$ cat config.mk
export PLATFORM = sky130hd
export DESIGN_NAME = timer_counter_flat
export DESIGN_NICKNAME = d
export VERILOG_FILES = /design/src/rtl/tc_pkg.sv /design/src/rtl/timer_counter_if.sv /design/src/rtl/tc_prescaler.sv /design/src/rtl/timer_counter.sv /design/src/flat_wrapper.sv
export SDC_FILE = /design/constraint.sdc
export NUM_CORES = 1
export LEC_CHECK = 0
export ABC_CLOCK_PERIOD_IN_PS = 3200
export CORE_MARGIN = 4
export CORE_UTILIZATION = 42
export DETAILED_ROUTE_END_ITERATION = 8
export PLACE_DENSITY = 0.72
export SLEW_MARGIN = 20
export SYNTH_ARGS = -nofsm -noshare
export SYNTH_HDL_FRONTEND = slang
export SYNTH_HIERARCHICAL = 1
export SYNTH_SLANG_ARGS = --single-unit
export TNS_END_PERCENT = 50
$ cat constraint.sdc
create_clock -name clk -period 3.2 [get_ports clk]
set_input_delay 0.64 -clock clk [delete_from_list [all_inputs] [get_ports clk]]
set_output_delay 0.64 -clock clk [all_outputs]
set_load 0.03 [all_outputs]
$ cat src/rtl/tc_pkg.sv
// -----------------------------------------------------------------------------
// tc_pkg
// Shared definitions for the timer_counter block: FSM state encoding,
// register word offsets, MODE field values and CTRL bit positions.
// -----------------------------------------------------------------------------
package tc_pkg;

    typedef enum logic [1:0] {
        IDLE = 2'd0,
        LOAD = 2'd1,
        CNT  = 2'd2,
        INT  = 2'd3
    } tc_state_e;

    // Word offsets (bus address [3:2])
    localparam logic [1:0] CTRL_OFS   = 2'd0;
    localparam logic [1:0] PRESET_OFS = 2'd1;
    localparam logic [1:0] COUNT_OFS  = 2'd2;

    // CTRL.MODE values; 10 and 11 act as one-shot
    localparam logic [1:0] MODE_ONESHOT = 2'b00;
    localparam logic [1:0] MODE_RELOAD  = 2'b01;

    // CTRL bit positions
    localparam int CTRL_EN_BIT   = 0;
    localparam int CTRL_MODE_LSB = 1;
    localparam int CTRL_IM_BIT   = 3;
    localparam int CTRL_PS_LSB   = 4;

endpackage

$ cat src/rtl/timer_counter_if.sv
// -----------------------------------------------------------------------------
// timer_counter_if
// Bridge-side register bus of the timer plus its interrupt line.
//   addr : word offset (bus address [3:2])
//   we   : write strobe, sampled at posedge clk
//   din  : write data
//   dout : combinational read data for addr
//   irq  : interrupt request to CP0 HWInt[2]
// master = CPU/bridge side, slave = timer side.
// -----------------------------------------------------------------------------
interface timer_counter_if #(
    parameter int WIDTH = 32
);
    logic [1:0]       addr;
    logic             we;
    logic [WIDTH-1:0] din;
    logic [WIDTH-1:0] dout;
    logic             irq;

    modport master (output addr, output we, output din, input dout, input irq);
    modport slave  (input addr, input we, input din, output dout, output irq);
endinterface

$ cat src/rtl/tc_prescaler.sv
// -----------------------------------------------------------------------------
// tc_prescaler
// Tick generator for the timer count stage. A PRESCALE_W-bit down-counter
// that reloads with presc; tick is high for one cycle every presc+1 cycles
// while run is high. clr reloads the counter so the first tick after a
// clear arrives presc+1 run cycles later.
//   clk, reset : clock, asynchronous active-high reset
//   clr        : reload counter with presc
//   run        : advance the counter
//   presc      : prescale value P
//   tick       : decrement enable for the count stage
// -----------------------------------------------------------------------------
module tc_prescaler #(
    parameter int PRESCALE_W = 4
) (
    input  logic                  clk,
    input  logic                  reset,
    input  logic                  clr,
    input  logic                  run,
    input  logic [PRESCALE_W-1:0] presc,
    output logic                  tick
);

    logic [PRESCALE_W-1:0] cnt_q;
    logic [PRESCALE_W-1:0] cnt_d;

    assign tick = run && (cnt_q == '0);

    always_comb begin
        cnt_d = cnt_q;
        if (clr) begin
            cnt_d = presc;
        end else if (run) begin
            cnt_d = (cnt_q == '0) ? presc : cnt_q - PRESCALE_W'(1);
        end
    end

    always_ff @(posedge clk or posedge reset) begin
        if (reset) begin
            cnt_q <= '0;
        end else begin
            cnt_q <= cnt_d;
        end
    end

endmodule

$ cat src/rtl/timer_counter.sv
// -----------------------------------------------------------------------------
// timer_counter
// Memory-mapped programmable down-counting timer. The CPU writes PRESET and
// CTRL; the FSM loads COUNT from PRESET, counts down to zero and raises
// irq_flag. One-shot mode keeps the flag until a CPU write to CTRL or PRESET
// and clears EN; auto-reload mode pulses the flag for one cycle and reloads.
//   clk   : system clock
//   reset : asynchronous, active-high
//   bus   : timer_counter_if.slave (addr, we, din, dout, irq)
// Registers: 0=CTRL {PRESCALE, IM, MODE[1:0], EN}, 1=PRESET, 2=COUNT (RO),
// 3=reserved (reads 0).
// Optional feature macro: TC_PRESCALE_EN adds CTRL[4+PRESCALE_W-1:4] = P and
// slows decrements to one every P+1 cycles.
// -----------------------------------------------------------------------------
module timer_counter
    import tc_pkg::*;
#(
    parameter int WIDTH      = 32,
    parameter int PRESCALE_W = 4
) (
    input  logic            clk,
    input  logic            reset,
    timer_counter_if.slave  bus
);

`ifdef TC_PRESCALE_EN
    localparam bit PS_EN = 1'b1;
`else
    localparam bit PS_EN = 1'b0;
`endif

    // Writable CTRL bits; everything else is dropped on write and reads 0.
    localparam logic [WIDTH-1:0] PS_MASK   = ((WIDTH'(1) << PRESCALE_W) - WIDTH'(1)) << CTRL_PS_LSB;
    localparam logic [WIDTH-1:0] CTRL_MASK = WIDTH'(4'hF) | (PS_EN ? PS_MASK : '0);

    tc_state_e        state_q,    state_d;
    logic [WIDTH-1:0] ctrl_q,     ctrl_d;
    logic [WIDTH-1:0] preset_q,   preset_d;
    logic [WIDTH-1:0] count_q,    count_d;
    logic             irq_flag_q, irq_flag_d;

    logic             wr_ctrl;
    logic             wr_preset;
    logic [WIDTH-1:0] ctrl_eff;
    logic             en_q;
    logic             en_eff;
    logic             reload_eff;
    logic             tick;
    logic [WIDTH-1:0] rd_data;

    assign wr_ctrl   = bus.we && (bus.addr == CTRL_OFS);
    assign wr_preset = bus.we && (bus.addr == PRESET_OFS);

    // A CPU write to CTRL overrides anything the FSM does to CTRL this cycle,
    // and the INT decision follows the value being written.
    assign ctrl_eff   = wr_ctrl ? (bus.din & CTRL_MASK) : ctrl_q;
    assign en_q       = ctrl_q[CTRL_EN_BIT];
    assign en_eff     = ctrl_eff[CTRL_EN_BIT];
    assign reload_eff = (ctrl_eff[CTRL_MODE_LSB +: 2] == MODE_RELOAD);

`ifdef TC_PRESCALE_EN
    tc_prescaler #(
        .PRESCALE_W (PRESCALE_W)
    ) u_prescaler (
        .clk   (clk),
        .reset (reset),
        .clr   ((state_q == LOAD) || !en_q),
        .run   (state_q == CNT),
        .presc (ctrl_q[CTRL_PS_LSB +: PRESCALE_W]),
        .tick  (tick)
    );
`else
    assign tick = 1'b1;
`endif

    always_comb begin
        state_d    = state_q;
        ctrl_d     = ctrl_eff;
        preset_d   = wr_preset ? bus.din : preset_q;
        count_d    = count_q;
        irq_flag_d = (wr_ctrl || wr_preset) ? 1'b0 : irq_flag_q;

        unique case (state_q)
            IDLE: begin
                if (en_q) begin
                    state_d = LOAD;
                end
            end
            LOAD: begin
                // A PRESET written this cycle is picked up at the next LOAD.
                count_d = preset_q;
                state_d = CNT;
            end
            CNT: begin
                if (!en_q) begin
                    state_d = IDLE;
                end else if (tick) begin
                    if (count_q > WIDTH'(1)) begin
                        count_d = count_q - WIDTH'(1);
                    end else begin
                        // PRESET=0 lands here too, so it behaves as 1.
                        count_d    = '0;
                        irq_flag_d = 1'b1;
                        state_d    = INT;
                    end
                end
            end
            INT: begin
                if (!en_eff) begin
                    state_d = IDLE;
                end else if (reload_eff) begin
                    irq_flag_d = 1'b0;
                    state_d    = LOAD;
                end else begin
                    state_d = IDLE;
                    if (!wr_ctrl) begin
                        ctrl_d[CTRL_EN_BIT] = 1'b0;
                    end
                end
            end
            default: state_d = IDLE;
        endcase
    end

    always_ff @(posedge clk or posedge reset) begin
        if (reset) begin
            state_q    <= IDLE;
            ctrl_q     <= '0;
            preset_q   <= '0;
            count_q    <= '0;
            irq_flag_q <= 1'b0;
        end else begin
            state_q    <= state_d;
            ctrl_q     <= ctrl_d;
            preset_q   <= preset_d;
            count_q    <= count_d;
            irq_flag_q <= irq_flag_d;
        end
    end

    always_comb begin
        rd_data = '0;
        case (bus.addr)
            CTRL_OFS:   rd_data = ctrl_q;
            PRESET_OFS: rd_data = preset_q;
            COUNT_OFS:  rd_data = count_q;
            default:    rd_data = '0;
        endcase
    end

    assign bus.dout = rd_data;
    // Both operands are flops, so irq never sees din/we combinationally.
    assign bus.irq  = irq_flag_q & ctrl_q[CTRL_IM_BIT];

endmodule
$ cat src/flat_wrapper.sv
// flat-port wrapper written by rule: the top's interface ports become plain ports
module timer_counter_flat import tc_pkg::*;
#(
    parameter int WIDTH      = 32,
    parameter int PRESCALE_W = 4
)
  (clk, reset, bus_addr, bus_we, bus_din, bus_dout, bus_irq);
  timer_counter_if #(.WIDTH(WIDTH)) bus_i ();
  input  logic clk;
  input  logic reset;
  input wire logic [$bits(bus_i.addr)-1:0] bus_addr;
  input wire logic [$bits(bus_i.we)-1:0] bus_we;
  input wire logic [$bits(bus_i.din)-1:0] bus_din;
  output wire logic [$bits(bus_i.dout)-1:0] bus_dout;
  output wire logic [$bits(bus_i.irq)-1:0] bus_irq;
  assign bus_i.addr = bus_addr;
  assign bus_i.we = bus_we;
  assign bus_i.din = bus_din;
  assign bus_dout = bus_i.dout;
  assign bus_irq = bus_i.irq;
  timer_counter #(.WIDTH(WIDTH), .PRESCALE_W(PRESCALE_W)) u_core (.clk(clk), .reset(reset), .bus(bus_i));
endmodule
## Word-level counts from Yosys, hierarchy flattened

Cells that the tools add are included.
Widths: inputs -> output; s select.

- $add $sub $neg: 1
- Multiply operators: 0
- Divide/modulo/power cells: 0
- $lt $le $gt $ge: 1
- Eq/ne operators: 9
- Shift-type cells: 0
- Muxes and demuxes: 21
- Bitwise gates (word level): 1
- Reduce and logical (&&, ||, !) cells: 8

Operator list:

| kind | count |
|---|---|
| $pmux 32 s3 | 1 |
| $mux 32 | 2 |
| $pmux 32 s2 | 1 |
| $gt 32x1->1 const B | 1 |
| $sub 32x1->32 const B | 1 |
| $mux 1 | 10 |
| $mux 2 | 4 |
| $pmux 2 s4 | 1 |
| $eq 2x1->1 const B | 3 |
| $eq 2x2->1 const B | 3 |
| $logic_not 2->1 | 2 |
| $ne 2x1->1 const B | 2 |
| $reduce_and 2->1 | 2 |
| $mux 3 | 1 |
| $ne 3x3->1 const B | 1 |
| $logic_and 1x1->1 | 2 |
| $pmux 1 s2 | 1 |
| $reduce_bool 2->1 | 1 |
| $and 1x1->1 | 1 |
| $logic_or 1x1->1 | 1 |

- Bits in registers: 71
- Latch bits: 0
- Memory bits (writable): 0
- Memory bits (read-only): 0
- Bits of input ports: 37
- Output and inout port bits: 33
- Word-level logic and storage cells: 47
- Memories: 0

## Depth between registers and ports, before layout

- Word-level depth: 7
- Gate-level depth with buffers: 9
- Mapped depth without buffers: 7

## Least setup slack after synthesis

No wires, ideal clock.

- Kind: flip-flop to flip-flop
- From: reg u_core.count_q[0]
- To: reg u_core.count_q[30]
- Library setup time: 0.126 ns
- Arrival: 2.608 ns
- Slack: 0.466 ns
- Cell stages (with the launch flop): 9
- Path buffers: 1
- Period minus slack after synthesis: 2.734 ns
- Cell sequence: dfrtp_1 inv_1 ha_1 or3b_2 or3_1 clkbuf_1 or4_4 a31o_1 a221o_1

- Cells in the longest elaborated chain, start to end: 4
- Elaborated cells on any way between the ends: 5

Ends and longest elaborated chain:

| element | RTL line | text |
|---|---|---|
| start, declared | timer_counter.sv:39 | `logic [WIDTH-1:0] count_q, count_d;` |
| start signal, assigned | timer_counter.sv:136 | `count_q <= count_d;` |
| $sub 32x1->32 or $gt 32x1->1 (tied branches) | timer_counter.sv:99, timer_counter.sv:98 |  |
| $mux 32 * | timer_counter.sv:98 | `if (count_q > WIDTH'(1)) begin` |
| $mux 32 * | timer_counter.sv:95 | `if (!en_q) begin` |
| $pmux 32 s2 * | timer_counter.sv:83 | `unique case (state_q)` |

Mark *: on every way between the ends. The rest lies on a longest branch, timed or not. The select of a mux whose other input is x is not followed.
A chain may end at the register's enable or synchronous reset.

## Worst setup path in the final report

Same ends and word-level chain as after synthesis.

==> reports/qor.log <==
qor: floorplan.floorplan.die_area 11400 µm²
qor: floorplan.die-width 107 µm
qor: logic_synthesis.post_synth_most_frequent_cells 71 x dfrtp_1, 37 x nand2_1, 35 x a22o_1, 35 x mux2_2, 27 x clkbuf_1
qor: worst_setup_path.cp_max_fo 6
qor: route.1st_iter_drt_viols 229
qor: global_routing.grt_first_pass_wirelength 18700 µm
qor: finish.finalNetCount 521
qor: timing.tightest_slew 0.654 ns
qor: logic_synthesis.edff_count_synth 0
qor: logic_synthesis.synthArstFlopShare 100%
qor: logic_synthesis.syn_avg_cell_area 9.84 µm²
qor: pwr.total_power 4.12 mW
qor: floorplan.die_y 107 µm
qor: logic_synthesis.synth_seq_cells 71
qor: timing.timing.final.setup_violations 0
qor: logic_synthesis.synthCells 418
qor: timing.hold_viol_final 0
qor: run_status.status finished clean
qor: clock_network.number_of_buffers_added_by_the_clock_tree_synthesis_step 9
qor: clock_network.maximum_root_to_sink_buffer_count 2
qor: clock_network.clock_latency_reported_for_the_late_side_of_the_worst_skew_pair 0.35 ns
qor: timing.fin_tns_setup 0 ns
qor: min_path.min_path_type reg -> reg
qor: logic_synthesis.synth-warning-count 6
qor: clock_network.cts-htree-levels 3
qor: placed_design.numPortBuffers 69
qor: logic_synthesis.library_cell_with_the_largest_summed_area_after_synthesis dfrtp_1
qor: logic_synthesis.synth.lib_cells_used.distinct 51
qor: route.detailedRoute.firstPassIterationCount 5
qor: worst_setup_path.worst_ep_arrival_time 2.99 ns
qor: route.route.antenna.remaining_nets 0
qor: placed_design.hpwlAfterDp 7600 µm
qor: timing.fin_worst_hold_slack 0.520 ns
qor: clock_network.clk_pin_slew 0.07 ns
qor: logic_synthesis.synth_top_area_share 43.2%
qor: clock_network.clock-root-buffer clkbuf_8
qor: pwr.total_leakage_power 2.13 nW
qor: floorplan.std_cell_rows 35
qor: global_routing.grt_remaining_overflow 0
qor: pwr.powerDensity 804 nW/µm²
qor: timing.timing_max_transition_violations_final 0
qor: logic_synthesis.synth.top_cells.by_area dfrtp_1 43%, mux2_2 9.6%, a22o_1 7.4%, nand2_1 3.4%, clkbuf_1 2.5%
qor: worst_setup_path.timing.critical_path.to_type register
qor: finish.flow.area_growth_from_synthesis 24.7%
qor: logic_synthesis.synth_fp_nets 457
qor: finish.final_layout_size_suffix_gt1_share 23.4%
qor: global_routing.antenna_violations_before_repair 0
qor: route.drt_drc_violations_left 0
qor: worst_setup_path.timing.critical_path.required 3.43 ns
qor: worst_setup_path.top_cell_family_by_delay_on_the_critical_path simple AND/OR/NAND/NOR gates
qor: route.routed_wl 11300 µm
qor: timing.finalCritPeriodShare 86.2%
qor: route.num_vias 3717
qor: route.avgRoutedWirePerCell 18.4 µm
qor: floorplan.start_util 43.9%
qor: timing.rsz_0062_raised_after_global_routing false
qor: worst_setup_path.crit_path_max_incr_delay 0.51 ns
qor: worst_setup_path.startpoint_type register
qor: finish.insertedDiodeCount 0
qor: clock_network.tritoncts built
qor: timing.skew 0.00902 ns
qor: clock_network.clkSinkCount 71
qor: clock_network.cts_hold_repair.buffers 0
qor: run.cap_violations 0
qor: global_routing.first_global_vias 3659
qor: finish.fin_util 54.8%
qor: logic_synthesis.synthMostInstantiatedCell dfrtp_1
qor: worst_setup_path.slowest_stage or3b_2
qor: route.viasPerCell 6.03
qor: worst_setup_path.timing.critical_path.buf_inv 1
qor: clock_network.cts_resized 0
qor: pwr.peakVddDrop 0.333 mV
qor: timing.post_layout_min_period 2.76 ns
qor: logic_synthesis.seq_area_frac_synth 43.2%
qor: placed_design.gp_congestion 0.868
qor: global_routing.pin_count_of_the_biggest_net_entering_global_routing 72
qor: floorplan.floorplan.core_area 9370 µm²
qor: worst_setup_path.critical_path.cell_chain inv_1 > ha_1 > or3b_2 > or3_1 > or4_4 > a31o_1 > a221o_1
qor: clock_network.post-cts-setup-buffers 0
qor: floorplan.ioPinCount 70
qor: worst_setup_path.setup.worst_path.class reg -> reg
qor: global_routing.globalRouteTotalUtil 20.3%
qor: timing.timing.max_slew.rel_slack 56.0%
qor: logic_synthesis.ys.flop_type dfrtp_1
qor: logic_synthesis.post_synth_instance_area 4120 µm²
qor: timing.achievable-frequency 0.363 GHz
-- path summary, 6_finish.rpt --
check / slack (ns) / endpoint / cells after the start / from
worst max-delay path: 0.44 / u_core/count_q[30] / 7 / u_core/count_q[0]
worst min register to register: 0.52 / u_core/irq_flag_q / 1 / u_core/irq_flag_q
max in group asynchronous: 2.17 / u_core/count_q[22] / 3 / reset
min in group asynchronous: 0.64 / u_core/preset_q[13] / 3 / reset
worst min-delay path: 0.52 / u_core/irq_flag_q / 1 / u_core/irq_flag_q
worst max register to register: 0.44 / u_core/count_q[30] / 7 / u_core/count_q[0]
-- sequential cells by signal (all words and copies together) (netlist names) --
| register | flops |
|---|---|
| u_core/count_q | 32 |
| u_core/preset_q | 32 |
| u_core/ctrl_q | 4 |
| u_core/state_q | 2 |
| u_core/irq_flag_q | 1 |
-- cells in the final DEF, fill, tap and decap left out, types with 6 or more instances in the layout --
master	synthesis	final
dfrtp_1	71	71
buf_4	0	46
clkdlybuf4s50_1	0	37
nand2_1	37	37
a22o_1	35	35
mux2_2	35	35
nor2_1	17	17
nor4_1	15	15
o21ai_0	14	14
a22oi_1	12	12
nor3_1	11	11
clkbuf_8	0	10
o31ai_1	9	9
inv_1	10	9
or3_1	8	8
a21oi_1	8	7
nand3_1	7	7
a31oi_1	7	7
mux2i_1	7	7
o41ai_1	6	6
o22ai_1	6	6
o221ai_1	6	6
-- power breakdown --
part	internal (mW)	switching, mW
clock network	0.378	0.338
registers	1.20	0.405
logic	0.790	1.01
total	2.37	1.76
-- layout make-up --
cell class | instances | area, µm²
clock inverters | 4 | 45.0
well taps | 129 | 161
flip-flops and latches | 71 | 1780
repair buffers | 87 | 796
clock buffers | 12 | 145
inverters | 11 | 41.3
multi-input cells | 302 | 2170
fillers | 880 | 4240
-- cell families (layout without fill, tap and decap cells) --
kind of cell	count (synthesis)	count (layout)	synth area share, %
adder cells (fa/ha/maj)	2	2	0.608
multiplexers	42	42	11.3
AO/OA/AOI/OAI	125	125	23.2
flip-flops	71	71	43.2
buffers and inverters	45	114	4.38
AND/OR/NAND/NOR	133	133	17.4
-- per-stage QoR --
stage	area (µm²)	setup WS [ns]	instances
final	5130	0.442	616
after detailed placement	4940	0.435	600
after global placement	4940	0.472	600
after floorplan	4120	0.466	418
after CTS	5130	0.431	616
after global routing	5130	0.342	616
-- per-layer routing --
| metal | global-route usage [%] | share of wire [%] | vias to the layer above |
|---|---|---|---|
| met1 | 27.7 | 45 | 1817 |
| li1 | - | - | 1748 |
| met5 | 0 | 0 | - |
| met4 | 6.48 | 1.4 | 0 |
| met3 | 2.89 | 6.0 | 14 |
| met2 | 33.5 | 48 | 138 |
-- worst reg2reg max path: stages (launching register included) --
cell and delay (ns):
dfrtp_1 0.43, inv_1 0.12, ha_1 0.22, or3b_2 0.51
or3_1 0.35, or4_4 0.50, a31o_1 0.23, a221o_1 0.29
Note: power is estimated with default switching activity, not from simulation.
